$ cat src/rtl/banked_sum_buffer.sv
// Banked entry buffer with a sequential summation engine.
// Optional BANK_VALID_MASK_EN adds per-entry valid bits and valid_cnt.
module banked_sum_buffer #(
  parameter  int DATA_W = 8,
  parameter  int DEPTH  = 4,
  localparam int IDX_W  = $clog2(DEPTH),
  localparam int SUM_W  = DATA_W + IDX_W
) (
  input  logic              clk,
  input  logic              rst,
  input  logic              wr_en,
  input  logic [IDX_W-1:0]  wr_sel,
  input  logic              wr_acc,
  input  logic [DATA_W-1:0] data_in,
  input  logic              clr,
  input  logic              sum_req,
  output logic              busy,
  output logic              sum_valid,
`ifdef BANK_VALID_MASK_EN
  output logic [IDX_W:0]    valid_cnt,
`endif
  output logic [SUM_W-1:0]  data_out
);

  typedef enum logic [1:0] {
    IDLE  = 2'd0,
    ACCUM = 2'd1,
    DONE  = 2'd2
  } state_t;

  state_t state_q, state_d;
  logic [IDX_W-1:0]  idx_q, idx_d;
  logic [SUM_W-1:0]  acc_q, acc_d;
  logic [SUM_W-1:0]  dout_q, dout_d;
  logic [DATA_W-1:0] ent_q [DEPTH];
  logic [DATA_W-1:0] ent_d [DEPTH];
  logic [SUM_W-1:0]  rd_val;

`ifdef BANK_VALID_MASK_EN
  logic [DEPTH-1:0] vld_q, vld_d;
  logic [IDX_W:0]   cnt_q, cnt_d;

  // Entry/valid next state: clr drops valid only, writes set valid
  always_comb begin
    ent_d = ent_q;
    vld_d = vld_q;
    if (clr) begin
      vld_d = '0;
    end else if (wr_en) begin
      if (wr_acc && vld_q[wr_sel])
        ent_d[wr_sel] = ent_q[wr_sel] + data_in;
      else
        ent_d[wr_sel] = data_in;
      vld_d[wr_sel] = 1'b1;
    end
  end

  // Population count of the next valid vector
  always_comb begin
    cnt_d = '0;
    for (int i = 0; i < DEPTH; i++)
      cnt_d = cnt_d + (IDX_W+1)'(vld_d[i]);
  end

  // Valid bits and count registers
  always_ff @(posedge clk or posedge rst) begin
    if (rst) begin
      vld_q <= '0;
      cnt_q <= '0;
    end else begin
      vld_q <= vld_d;
      cnt_q <= cnt_d;
    end
  end

  assign valid_cnt = cnt_q;
  assign rd_val = vld_q[idx_q] ?
                  {{IDX_W{1'b0}}, ent_q[idx_q]} : '0;
`else
  // Entry next state: clr zeroes all data and beats a write
  always_comb begin
    ent_d = ent_q;
    if (clr) begin
      for (int i = 0; i < DEPTH; i++)
        ent_d[i] = '0;
    end else if (wr_en) begin
      if (wr_acc)
        ent_d[wr_sel] = ent_q[wr_sel] + data_in;
      else
        ent_d[wr_sel] = data_in;
    end
  end

  assign rd_val = {{IDX_W{1'b0}}, ent_q[idx_q]};
`endif

  // Entry storage
  always_ff @(posedge clk or posedge rst) begin
    if (rst) begin
      for (int i = 0; i < DEPTH; i++)
        ent_q[i] <= '0;
    end else begin
      for (int i = 0; i < DEPTH; i++)
        ent_q[i] <= ent_d[i];
    end
  end

  // Summation FSM next state; result latched on the last ACCUM step
  always_comb begin
    state_d = state_q;
    idx_d   = idx_q;
    acc_d   = acc_q;
    dout_d  = dout_q;
    case (state_q)
      IDLE: begin
        if (sum_req) begin
          state_d = ACCUM;
          idx_d   = '0;
          acc_d   = '0;
        end
      end
      ACCUM: begin
        acc_d = acc_q + rd_val;
        idx_d = idx_q + 1'b1;
        if (idx_q == IDX_W'(DEPTH-1)) begin
          state_d = DONE;
          idx_d   = '0;
          dout_d  = acc_q + rd_val;
        end
      end
      DONE:    state_d = IDLE;
      default: state_d = IDLE;
    endcase
  end

  // FSM, index, accumulator and result registers
  always_ff @(posedge clk or posedge rst) begin
    if (rst) begin
      state_q <= IDLE;
      idx_q   <= '0;
      acc_q   <= '0;
      dout_q  <= '0;
    end else begin
      state_q <= state_d;
      idx_q   <= idx_d;
      acc_q   <= acc_d;
      dout_q  <= dout_d;
    end
  end

  assign busy      = (state_q != IDLE);
  assign sum_valid = (state_q == DONE);
  assign data_out  = dout_q;

endmodule

$ cat config.mk
export PLATFORM = sky130hd
export DESIGN_NAME = banked_sum_buffer
export DESIGN_NICKNAME = d
export VERILOG_FILES = /design/src/rtl/banked_sum_buffer.sv
export SDC_FILE = /design/constraint.sdc
export NUM_CORES = 1
export LEC_CHECK = 0
export ABC_AREA = 1
export CORE_MARGIN = 3
export CORE_UTILIZATION = 60
export CTS_BUF_LIST = sky130_fd_sc_hd__clkbuf_8 sky130_fd_sc_hd__clkbuf_16
export DETAILED_ROUTE_END_ITERATION = 8
export GPL_TIMING_DRIVEN = 0
export PLACE_DENSITY_LB_ADDON = 0.12
export SYNTH_ARGS = -nofsm -noshare
export SYNTH_HDL_FRONTEND = slang
export SYNTH_SLANG_ARGS = --single-unit
$ cat constraint.sdc
create_clock -name clk -period 7.58 [get_ports clk]
set_input_delay 0.758 -clock clk [delete_from_list [all_inputs] [get_ports clk]]
set_output_delay 0.758 -clock clk [all_outputs]
set_load 0.005 [all_outputs]
==> Word level (Yosys, flattened, before mapping) <==
Cells that the tools add are included.
{ "totals": {"ff_bits": 56, "latchBits": 0, "mem_bits_rw": 0, "rom_bits": 0, "out_inout_bits": 12, "wordCells": 50, "n_memories": 0} }
{ "op_classes": {"n_addsub": 3, "multipliers": 0, "n_div": 0, "order_cmp": 3, "eq_ne": 5, "shifts": 0, "muxes": 21, "n_bitwise": 2, "reduce_logical": 8} }
{ "op_table": {"columns": ["op", "n"], "rows": [
  ["$mux W32", 3],
  ["$bwmux W32", 2],
  ["$mux W8", 5],
  ["$bmux W8 S2", 2],
  ["$pmux W10 S2", 1],
  ["$demux W8 S2", 1],
  ["$add A10 B8 Y10", 1],
  ["$mux W10", 1],
  ["$add A8 B8 Y8", 1],
  ["$mux W2", 4],
  ["$pmux W2 S2", 2],
  ["$ge A3 B3 Y1 const B", 2],
  ["$not A2 Y3", 2],
  ["$reduce_and A2 Y1", 3],
  ["$reduce_bool A2 Y1", 3],
  ["$eq A2 B2 Y1 const B", 2],
  ["$ne A2 B2 Y1 const B", 2],
  ["$lt A3 B1 Y1 const B", 1],
  ["$add A2 B1 Y2 const B", 1],
  ["$eq A2 B1 Y1 const B", 1],
  ["$logic_not A2 Y1", 1],
  ["$logic_and A1 B1 Y1", 1]
]} }

==> Logic depth before layout (Yosys ltp) <==
{ "depth": {"word_depth": 9, "depth_mapped": 15, "depth_no_buf": 14} }

==> Worst setup path before layout <==
OpenSTA, ideal clock, no wires.
{ "synth_path": {"kind": "input to register", "start": "input port wr_sel[0]", "end": "register ent_q[12] (netlist name)", "setup_time_ns": 0.127, "arrival_time_ns": 2.386, "required_ns": 7.453, "setup_slack_ns": 5.067, "stages": 13, "n_path_buf": 1, "cell_sequence": "buf_6 inv_6 nor2_8 a22oi_1 o221ai_1 ha_1 fa_1 nand3_1 nand2_1 xnor2_1 nand2_1 nand3_1 o21ai_0"} }
{ "synth_between": {"elab_chain_cells": 9, "word_cells_on_any_way": 15, "classes_between": "1 x add/sub; 2 x order compare; 10 x mux; 1 x bitwise; 1 x reduce/logical"} }
{ "synth_lines": {"columns": ["element", "line", "text"], "rows": [
  ["from (decl)", "12", "input logic [IDX_W-1:0] wr_sel,"],
  ["$not A2 Y3 (implied by the code) *", "88, 90", null],
  ["$bmux W8 S2, or another cell as far along", "88", "ent_d[wr_sel] = ent_q[wr_sel] + data_in;"],
  ["$mux W8 (implied by the code) / $logic_and A1 B1 Y1 (equally long branches)", "88, 90", null],
  ["$mux W8 (on tied branches)", "88, 90", null],
  ["$add A8 B8 Y8 / $demux W8 S2 (equally long branches)", "88, 90", null],
  ["$bwmux W32 (on tied branches)", "88, 90", null],
  ["$mux W32 *", "87", "if (wr_acc)"],
  ["$mux W32 *", "86", "end else if (wr_en) begin"],
  ["$mux W32 *", "83", "if (clr) begin"],
  ["to (signal, indexed assignment)", "104", "ent_q[i] <= ent_d[i];"],
  ["to (decl)", "35", "logic [DATA_W-1:0] ent_q [DEPTH];"]
]} }
Mark *: on every way between the ends. The rest lies on a longest branch, timed or not. The select of a mux whose other input is x is not followed.
A chain may end at the register's enable or synchronous reset.

==> Final worst setup path <==
{ "layout_path": {"start": "register idx_q[0]", "end": "register dout_q[6], in the netlist data_out[6]"} }
{ "layout_between": {"elab_chain_cells": 5, "word_cells_on_any_way": 7, "classes_between": "1 x add/sub; 1 x eq/ne; 3 x mux; 1 x bitwise; 1 x reduce/logical"} }
{ "layout_lines": {"columns": ["element", "line", "text"], "rows": [
  ["from (decl)", "32", "logic [IDX_W-1:0] idx_q, idx_d;"],
  ["from (signal assigned)", "145", "idx_q <= idx_d;"],
  ["$not A2 Y3 (implied by the code)", "94", "assign rd_val = {{IDX_W{1'b0}}, ent_q[idx_q]};"],
  ["$bmux W8 S2", "94", null],
  ["$mux W8 (implied by the code) (2 in series)", "94", null],
  ["$add A10 B8 Y10", "128", "dout_d = acc_q + rd_val;"],
  ["to (signal assigned)", "147", "dout_q <= dout_d;"],
  ["to (decl)", "34", "logic [SUM_W-1:0] dout_q, dout_d;"]
]} }
Parallel ways exist; a longest one is shown, timed or not. The select of a mux whose other input is x is not followed.

==> results.py <==
metrics = {
    "synth": {
        "ys.flop_type": "dfrtp_1",
        "seq_area_frac_synth_pct": 38.8,
        "ys_ff_latch": 56,
        "yosysWarnings": 0,
        "syn-cell-area_um2": 3610,
        "synth_edf_count": 0,
        "avgSynthCellArea_um2": 7.59,
        "synth_area_leaders": "dfrtp_1, nand2_1, inv_1, ha_1, nand3_1",
        "synthCells": 475,
        "netlist.area_leader.share_pct": 38.8,
        "synth_cell_types": 35,
        "async_flop_share_pct": 100,
        "yosys.area.top_type": "dfrtp_1",
        "synth_most_common_cell": "nand2_1",
        "synth_common_cells": "nand2_1, dfrtp_1, inv_1",
        "syn_nets": 509,
    },
    "floorplan": {
        "core.rowCount": 27,
        "core_um2": 5680,
        "die-area_um2": 6980,
        "chipWidth_um": 83.5,
        "start_util_pct": 63.6,
        "die-height_um": 83.5,
        "io_pins": 28,
    },
    "routing": {
        "avgViaCountPerCell": 5.59,
        "final_antenna_net_count": 0,
        "wl_um": 8360,
        "first_pass_iters": 5,
        "first_iter_violations": 200,
        "drc_errors": 0,
        "wl_per_cell_um": 14.4,
        "via_count": 3246,
    },
    "clock_tree": {
        "clk_pin_slew_worst_paths_ns": 0.11,
        "cts_max_level": 2,
        "post_cts_buffers": 0,
        "numCtsBuffers": 5,
        "post_cts_resized": 0,
        "clockBufferDepth": 2,
        "cts_hold_buf": 0,
        "cts.sinks": 56,
        "tritoncts": "built",
        "cts_root_buf": "clkbuf_8",
        "clk_latency_ns": 0.31,
    },
    "sta": {
        "slew_headroom_pct": 63.8,
        "tns_ns": 0,
        "rsz0062_at_grt": "false",
        "finalCritPeriodShare_pct": 38.7,
        "fmax_ghz": 0.341,
        "post-route-min-period_ns": 2.94,
        "setup-violations-final": 0,
        "worst_pin_slew_ns": 0.543,
        "worst_hold_slack_ns": 0.488,
        "hold_violations": 0,
        "finalClockSkew_ns": 0.0120,
        "slew_viol_final": 0,
    },
    "place": {
        "dp_hpwl_um": 6660,
        "port_buffers": 25,
        "place_congestion": 0.924,
    },
    "critical_path": {
        "criticalPathCategory": "flop to flop",
        "cp_slowest_stage_delay_ns": 0.41,
        "path_delay_family": "simple AND/OR/NAND/NOR gates",
        "critPathBufInv": 4,
        "cp-start-kind": "flop",
        "cp_slowest_cell": "fa_1",
        "path_max_fanout": 10,
        "worstPathRequired_ns": 7.79,
        "reg2reg_slack_ns": 4.64,
        "endpoint_kind": "flop",
        "worstPathArrival_ns": 3.15,
        "path_cells": "buf_2 > inv_1 > buf_2 > nor2_1 > o22ai_1 > ha_1 > inv_1 > fa_1 > nand3b_1 > nand2_1 > a21oi_1 > or2_1 > nand3_1 > nand2_1",
    },
    "power": {
        "totalPowerFinal_uw": 1270,
        "power_leakage_uw": 0.00209,
        "powerDensity_nw_per_um2": 312,
        "peakVddDrop_mv": 0.186,
    },
    "global_routing": {
        "grt_pass1_vias": 3366,
        "grt_pass1_wl_um": 14800,
        "grt_max_degree": 33,
        "grt_overflow_total": 0,
        "grt_usage_pct": 25.5,
        "antenna_found_initial": 0,
    },
    "status": {
        "outcome": "finished, final reports clean",
    },
    "run": {
        "drv_cap": 0,
    },
    "hold_path": {
        "min_path_type": "flop to flop",
    },
    "final_layout": {
        "seqCellArea_um2": 1400,
        "multi_input_area_um2": 1910,
        "drive_gt1_share_pct": 10.8,
        "num_antenna_cells": 0,
        "area_delta_synth_final_pct": 12.6,
        "fin_nets": 542,
        "fillerInstances": 451,
    },
}
[metrics by stage]
stage | setup WS (ns) | util [%] | area [µm²] | instances
5_1_grt | 4.44 | 71.6 | 4060 | 581
3_5_place_dp | 4.69 | 69.9 | 3970 | 573
3_3_place_gp | 4.47 | 69.6 | 3950 | 572
6_report | 4.64 | 71.6 | 4060 | 581
4_1_cts | 4.66 | 71.6 | 4060 | 581
2_1_floorplan | 5.07 | - | 3610 | 475
[cells in the final DEF (no fill, tap or decap), types with 2 or more instances in the layout]
cell / count
o21ai_0: 25
inv_2: 6
o21ai_2: 4
a22oi_1: 8
clkdlybuf4s50_1: 25
inv_1: 53
nand3_2: 2
buf_2: 4
buf_6: 3
xnor2_1: 3
o21ai_1: 9
or2_1: 2
nand4_1: 3
a21oi_1: 10
or2_2: 3
ha_1: 16
nor2_8: 4
inv_4: 2
nor2_4: 3
dfrtp_1: 56
clkbuf_8: 5
nand3b_1: 2
nand2_1: 136
o221ai_1: 5
fa_1: 2
nor2_2: 4
inv_6: 3
nand2_2: 9
mux2i_1: 2
nand3_1: 38
nor2_1: 40
o22ai_1: 15
[path summary, 6_finish.rpt]
kind / cells past startpoint / start / to
setup / recovery: 14 / idx_q[0] / data_out[6]
hold / removal: 2 / data_out[8] / data_out[8]
setup reg to reg: 14 / idx_q[0] / data_out[6]
hold reg to reg: 2 / data_out[8] / data_out[8]
max in group asynchronous: 3 / rst / ent_q[21]
min in group asynchronous: 2 / rst / idx_q[0]
[cells by family after synthesis]
family / count (synthesis) / share of synthesized area [%]
DFF: 56 / 38.8
and+or+nand+nor: 247 / 31.7
muxes: 2 / 0.555
buffers and inverters: 70 / 8.32
AOI/OAI and AO/OA: 79 / 13.2
xor gates and xnor gates: 3 / 0.729
adders and majority gates: 18 / 6.66
[report_power, final]
| group | internal, µW | switching (µW) |
|---|---|---|
| sequential | 368 | 48.3 |
| clock | 68.3 | 106 |
| combinational | 271 | 405 |
[worst reg2reg max path, delay by kind of cell, from the launching register on]
| family | cells | cell delay [ns] |
|---|---|---|
| fa+ha+maj | 2 | 0.66 |
| flops | 1 | 0.40 |
| buf+inv | 4 | 0.70 |
| simple gates | 6 | 0.76 |
| compound gates | 2 | 0.32 |
[registers in the layout, indices dropped and copies added, names as in the netlist]
register and cells:
state_q 2, idx_q 2, ent_q 32, data_out 10, acc_q 10
[area by class of cell]
cell class / instances / area share (%)
plain buffers: 8 / 1.42
clock buffers: 5 / 1.69
clock inverters: 3 / 0.647
inverters: 62 / 5.97
multi-input cells: 349 / 46.9
flip-flops and latches: 56 / 34.5
well taps: 72 / 2.22
repair buffers: 26 / 6.65
[layer usage]
| layer | wire length [µm] | vias to the layer above | track usage, % |
|---|---|---|---|
| li1 | - | 1624 | - |
| met1 | 3450 | 1488 | 29.6 |
| met2 | 4280 | 121 | 46.6 |
| met3 | 507 | 13 | 4.84 |
| met4 | 121 | 0 | 9.06 |
| met5 | 0 | - | 0 |
(Power assumes the default switching activity.)
